[src/rtl/timer_pkg.sv]
// Shared constants for the 16-bit timer: control-register field positions,
// count-source encodings and register reset values.
package timer_pkg;

    localparam int CON_EN       = 0;
    localparam int CON_CSEL_LSB = 1;
    localparam int CON_CSEL_MSB = 3;
    localparam int CON_PSC_LSB  = 4;
    localparam int CON_PSC_MSB  = 6;
    localparam int CON_ONESHOT  = 7;
    localparam int CON_IE       = 8;
    localparam int CON_CAPE     = 9;
    localparam int CON_CAPEDGE  = 10;
    localparam int CON_CAPF     = 14;
    localparam int CON_OVF      = 15;

    localparam logic [15:0] PRD_RST = 16'hFFFF;

    typedef enum logic [2:0] {
        CSEL_SYS  = 3'd0,
        CSEL_SRC1 = 3'd1,
        CSEL_SRC2 = 3'd2,
        CSEL_SRC3 = 3'd3,
        CSEL_SRC4 = 3'd4
    } csel_e;

    // Terminal value of the prescaler for a divide-by-2^psc setting.
    function automatic logic [7:0] psc_limit(input logic [2:0] psc);
        logic [8:0] w_lim;
        w_lim = (9'd1 << psc) - 9'd1;
        return w_lim[7:0];
    endfunction

endpackage

[src/rtl/timer_edge_sync.sv]
// Two-flop synchronizer for an asynchronous input followed by a one-cycle
// edge detector; i_fall selects falling (1) or rising (0) edges.
module timer_edge_sync (
    input  logic i_clk,
    input  logic i_rst,
    input  logic i_async,
    input  logic i_fall,
    output logic o_edge
);

    logic r_s1;
    logic r_s2;
    logic r_s3;

    always_ff @(posedge i_clk) begin
        if (i_rst) begin
            r_s1 <= 1'b0;
            r_s2 <= 1'b0;
            r_s3 <= 1'b0;
        end else begin
            r_s1 <= i_async;
            r_s2 <= r_s1;
            r_s3 <= r_s2;
        end
    end

    assign o_edge = i_fall ? (r_s3 & ~r_s2) : (r_s2 & ~r_s3);

endmodule

[src/rtl/timer_16b.sv]
// 16-bit period timer with selectable count source and prescaler.
// Input capture on icsrc is built only when TMR_CAPTURE_EN is defined.
module timer_16b
    import timer_pkg::*;
(
    input  logic        sys_clk,
    input  logic        sys_rst,
    input  logic        tmr_con_wr,
    input  logic        tmr_prd_wr,
    input  logic        tmr_cnt_wr,
    input  logic [15:0] icb_wdat,
    input  logic        clkisrc1,
    input  logic        clkisrc2,
    input  logic        clkisrc3,
    input  logic        clkisrc4,
    input  logic        icsrc,
    output logic [15:0] tmr_con,
    output logic [15:0] tmr_prd,
    output logic [15:0] tmr_cnt,
    output logic        tmr_ovf,
    output logic        tmr_int
);

    logic        r_en;
    logic [2:0]  r_csel;
    logic [2:0]  r_psc_sel;
    logic        r_oneshot;
    logic        r_ie;
    logic        r_ovf_flag;
    logic        r_ovf_pulse;
    logic [15:0] r_cnt;
    logic [15:0] r_prd;
    logic [7:0]  r_psc;

    logic [3:0]  w_src_in;
    logic [3:0]  w_src_edge;
    logic        w_src_tick;
    logic        w_cnt_tick;
    logic        w_match;
    logic        w_wrap;
    logic        w_cap_mode;
    logic        w_cap_evt;
    logic        w_cape;
    logic        w_capedge;
    logic        w_capf;
    logic        w_unused;

    assign w_src_in = {clkisrc4, clkisrc3, clkisrc2, clkisrc1};

    for (genvar g = 0; g < 4; g++) begin : g_src_sync
        timer_edge_sync u_sync (
            .i_clk  (sys_clk),
            .i_rst  (sys_rst),
            .i_async(w_src_in[g]),
            .i_fall (1'b0),
            .o_edge (w_src_edge[g])
        );
    end

    always_comb begin
        w_src_tick = 1'b0;
        case (r_csel)
            CSEL_SYS:  w_src_tick = 1'b1;
            CSEL_SRC1: w_src_tick = w_src_edge[0];
            CSEL_SRC2: w_src_tick = w_src_edge[1];
            CSEL_SRC3: w_src_tick = w_src_edge[2];
            CSEL_SRC4: w_src_tick = w_src_edge[3];
            default:   w_src_tick = 1'b0;
        endcase
    end

    assign w_cnt_tick = r_en & w_src_tick & (r_psc == psc_limit(r_psc_sel));
    // In capture mode tmr_prd holds the captured value, so the wrap point is fixed at FFFF.
    assign w_match    = w_cap_mode ? (r_cnt == 16'hFFFF) : (r_cnt == r_prd);
    assign w_wrap     = w_cnt_tick & ~tmr_cnt_wr & w_match;

`ifdef TMR_CAPTURE_EN
    logic r_cape;
    logic r_capedge;
    logic r_capf;
    logic w_ic_edge;

    timer_edge_sync u_ic_sync (
        .i_clk  (sys_clk),
        .i_rst  (sys_rst),
        .i_async(icsrc),
        .i_fall (r_capedge),
        .o_edge (w_ic_edge)
    );

    always_ff @(posedge sys_clk) begin
        if (sys_rst) begin
            r_cape    <= 1'b0;
            r_capedge <= 1'b0;
            r_capf    <= 1'b0;
        end else begin
            if (tmr_con_wr) begin
                r_cape    <= icb_wdat[CON_CAPE];
                r_capedge <= icb_wdat[CON_CAPEDGE];
            end
            r_capf <= (r_capf & ~(tmr_con_wr & icb_wdat[CON_CAPF])) | w_cap_evt;
        end
    end

    assign w_cape     = r_cape;
    assign w_capedge  = r_capedge;
    assign w_capf     = r_capf;
    assign w_cap_mode = r_cape;
    assign w_cap_evt  = r_cape & w_ic_edge;
    assign w_unused   = ^icb_wdat[13:11];
`else
    assign w_cape     = 1'b0;
    assign w_capedge  = 1'b0;
    assign w_capf     = 1'b0;
    assign w_cap_mode = 1'b0;
    assign w_cap_evt  = 1'b0;
    assign w_unused   = ^{icb_wdat[14:9], icsrc};
`endif

    always_ff @(posedge sys_clk) begin
        if (sys_rst) begin
            r_en        <= 1'b0;
            r_csel      <= 3'd0;
            r_psc_sel   <= 3'd0;
            r_oneshot   <= 1'b0;
            r_ie        <= 1'b0;
            r_ovf_flag  <= 1'b0;
            r_ovf_pulse <= 1'b0;
            r_cnt       <= 16'h0000;
            r_prd       <= PRD_RST;
            r_psc       <= 8'h00;
        end else begin
            r_ovf_pulse <= w_wrap;
            if (tmr_con_wr) begin
                r_en      <= icb_wdat[CON_EN];
                r_csel    <= icb_wdat[CON_CSEL_MSB:CON_CSEL_LSB];
                r_psc_sel <= icb_wdat[CON_PSC_MSB:CON_PSC_LSB];
                r_oneshot <= icb_wdat[CON_ONESHOT];
                r_ie      <= icb_wdat[CON_IE];
            end else if (w_wrap && r_oneshot) begin
                r_en <= 1'b0;
            end
            r_ovf_flag <= (r_ovf_flag & ~(tmr_con_wr & icb_wdat[CON_OVF])) | w_wrap;

            if (tmr_cnt_wr) begin
                r_cnt <= icb_wdat;
                r_psc <= 8'h00;
            end else if (r_en && w_src_tick) begin
                if (w_cnt_tick) begin
                    r_psc <= 8'h00;
                    r_cnt <= w_match ? 16'h0000 : r_cnt + 16'd1;
                end else begin
                    r_psc <= r_psc + 8'd1;
                end
            end

            if (tmr_prd_wr) begin
                r_prd <= icb_wdat;
            end else if (w_cap_evt) begin
                r_prd <= r_cnt;
            end
        end
    end

    assign tmr_con = {r_ovf_flag, w_capf, 3'b000, w_capedge, w_cape, r_ie,
                      r_oneshot, r_psc_sel, r_csel, r_en};
    assign tmr_prd = r_prd;
    assign tmr_cnt = r_cnt;
    // Gated by reset so nothing leaks out in the cycle reset is first applied.
    assign tmr_ovf = r_ovf_pulse & ~sys_rst;
    assign tmr_int = r_ie & (r_ovf_flag | w_capf) & ~sys_rst;

endmodule

[config.mk]
export PLATFORM = sky130hd
export DESIGN_NAME = timer_16b
export DESIGN_NICKNAME = d
export VERILOG_FILES = /design/src/rtl/timer_pkg.sv /design/src/rtl/timer_edge_sync.sv /design/src/rtl/timer_16b.sv
export SDC_FILE = /design/constraint.sdc
export NUM_CORES = 1
export LEC_CHECK = 0
export CAP_MARGIN = 10
export CORE_MARGIN = 4
export CORE_UTILIZATION = 35
export DETAILED_ROUTE_END_ITERATION = 12
export GPL_TIMING_DRIVEN = 0
export PLACE_DENSITY = 0.71
export SLEW_MARGIN = 0
export SYNTH_ARGS = -nofsm -noshare
export SYNTH_HDL_FRONTEND = slang
export SYNTH_SLANG_ARGS = --single-unit
[constraint.sdc]
create_clock -name sys_clk -period 2.5 [get_ports sys_clk]
set_input_delay 0.75 -clock sys_clk [delete_from_list [all_inputs] [get_ports sys_clk]]
set_output_delay 0.75 -clock sys_clk [all_outputs]
set_load 0.02 [all_outputs]
==> results.cfg <==
[worst_setup_path]
path_class = in2out
start_kind = input pin
cp.required_ns = 1.75
cp-end-kind = primary output
critical_path_arrival_ns = 1.68
path_max_fanout = 10

[detailed_routing]
vias = 3099
postRouteWirelength_mm = 9.278
drc_errors = 0
routedWlPerCell_um = 16.39
drtPass1Iterations = 5
drtAntennaViolNets = 0
drt_iter0_drc = 178
vias_per_cell = 5.475

[cts]
cts_setup_buffers = 0
clock_latency_ns = 0.35
numCtsBuffers = 9
hold_buffers = 0
cts_sinks = 63
tritoncts = yes
clk_pin_slew_ns = 0.08
ctsLongestPathBuffers = 2
htreeDepth = 3
cts-root-buf = clkbuf_8

[timing]
layout_min_cycle_time_ns = 2.428
setup_viol = 0
hold_viol = 0
fmaxAchievable_mhz = 411.9
hold_ws_ns = 0.4441
fin_tns_setup_ns = 0
tightest_slew_ns = 0.7845
clock_skew_ns = 0.006955
finalCritPeriodShare_pct = 97.11
rsz0062_at_grt = no
maxSlewViolCount = 0
max-slew-margin-rel_pct = 47.50

[finish]
num_antenna_cells = 0
final_nets = 481
fill_cells = 827
layout-drive-gt1-share_pct = 10.04
utilization_pct = 48.55
syn_to_final_growth_pct = 33.06
stdcell_count = 566

[synth]
yosys-top-cells-area = dfxtp_1 (39%), nor2b_1 (8.0%), xor2_1 (6.0%)
synth_edf_count = 0
synth_common_cells = dfxtp_1 (63), nor2b_1 (41), nand2_1 (31)
async_flop_share_pct = 0
ys_ff_latch = 63
synth-seq-area-share_pct = 39.25
synth_ff_type = dfxtp_1
synth_area_mm2 = 0.003213
yosys.area.top_type = dfxtp_1
netlist_instances = 373
yosysWarnings = 0
synthDistinctLibCells = 47
avgSynthCellArea_um2 = 8.614
yosysTopAreaCellShare_pct = 39.25
yosysMostFrequentCell = dfxtp_1

[die]
initial_utilization_pct = 36.49
chipWidth_um = 103.8
row_count = 34
num_io_pins = 76
die_h_um = 103.8
design.core.area_mm2 = 0.008806
die_area_mm2 = 0.01078

[run]
maxCapViolations = 0

[outcome]
outcome = complete, no violations

[pwr]
ir_drop_uv = 286.0
leakagePower_nw = 1.631
power_density_mw_per_mm2 = 595.7

[min_path]
hold_class = reg2reg

[placement]
dp_hpwl_mm = 6.857
port_buffers = 66
placedCellCount = 552
routabilityCongestion = 0.8569

[grt]
antenna_found_initial = 0
grt_first_pass_wirelength_mm = 15.10
grt_usage_pct = 17.20
overflow = 0
grt_max_degree = 20
grt_pass1_vias = 2985
## registers in the layout (all words and copies together), names as in the netlist
register,count
g_src_sync.u_sync.r_s1,4
g_src_sync.u_sync.r_s3,4
tmr_cnt,16
g_src_sync.u_sync.r_s2,4
tmr_prd,16
r_ovf_flag,1
r_psc_sel,3
r_csel,3
r_ovf_pulse,1
r_ie,1
r_oneshot,1
r_psc,8
r_en,1
## layer usage
| metal | wire [µm] | vias up | track usage (%) |
|---|---|---|---|
| li1 | - | 1493 | - |
| met5 | 0 | - | 0 |
| met1 | 4029 | 1436 | 22.96 |
| met2 | 4266 | 150 | 26.51 |
| met3 | 778 | 20 | 4.664 |
| met4 | 203 | 0 | 6.458 |
## final cells by class
cell class | count | area, µm² | area share, %
multi-input cells | 274 | 1797 | 42.03
clock buffers | 9 | 123.9 | 2.897
plain buffers | 32 | 175.2 | 4.097
flip-flops and latches | 63 | 1262 | 29.53
inverters | 7 | 26.28 | 0.6146
clock inverters | 7 | 96.34 | 2.253
repair buffers | 66 | 659.4 | 15.42
well taps | 108 | 135.1 | 3.161
## where the power goes
group / leakage, nW / switching [W] / internal (W)
clock: 0.102 / 0.000431 / 0.000562
combinational: 1.01 / 0.000228 / 0.000205
sequential: 0.520 / 0.0000653 / 0.00106
total: 1.63 / 0.000724 / 0.00182
## metrics by stage
| step | worst slack (ns) | power [W] | cell area, µm² |
|---|---|---|---|
| floorplan | 0.1938 | 0.001373 | 3232 |
| finish | 0.07231 | 0.002547 | 4275 |
| global route | 0.01807 | 0.002645 | 4275 |
| detailed placement | -0.5688 | 0.001568 | 4028 |
| global placement | -0.5448 | 0.001564 | 4028 |
| CTS | 0.01974 | 0.002557 | 4255 |
## path summary, 6_finish.rpt
kind                                                             end                                  from  slack, ns  cells past startpoint
worst min-delay path            g_src_sync[3].u_sync.r_s2$_SDFF_PP0_  g_src_sync[3].u_sync.r_s1$_SDFF_PP0_       0.44                      1
worst max-delay path                                         tmr_ovf                               sys_rst       0.07                      4
worst min register to register  g_src_sync[3].u_sync.r_s2$_SDFF_PP0_  g_src_sync[3].u_sync.r_s1$_SDFF_PP0_       0.44                      1
worst max register to register               tmr_cnt[7]$_SDFFE_PP0P_             r_psc_sel[1]$_SDFFE_PP0P_       0.22                      8
## logic make-up after synthesis
| group | share of synthesized area, % |
|---|---|
| buffers and inverters | 6.191 |
| xor gates and xnor gates | 6.815 |
| DFF | 39.25 |
| other | 0.1167 |
| adders and majority gates | 0.7787 |
| muxes | 2.492 |
| and+or+nand+nor | 27.30 |
| AOI/OAI and AO/OA | 17.06 |
## critical path, cell delays in order
cell and delay [ns]:
clkbuf_2 0.15, clkbuf_2 0.24, nor2b_1 0.21, clkdlybuf4s15_1 0.33
## placed cells by master, fill, tap and decap left out, types with 7 or more instances in the layout
master / Yosys / final
a211o_1: 16 / 16
a221o_1: 8 / 8
a31oi_1: 16 / 16
buf_4: 11 / 10
clkbuf_1: 18 / 11
clkbuf_8: 0 / 9
clkdlybuf4s50_1: 0 / 64
dfxtp_1: 63 / 62
mux2i_1: 8 / 8
nand2_1: 31 / 31
nand4_1: 16 / 16
nor2_1: 29 / 29
nor2b_1: 41 / 41
nor3_1: 7 / 7
o21ai_0: 11 / 11
xor2_1: 22 / 22
## what timing repair did
item	CTS	global route
pin swaps	0	1
endpoints found under the setup margin	3	28
resized for setup	6	13
Power figures use the tool's default switching activity.
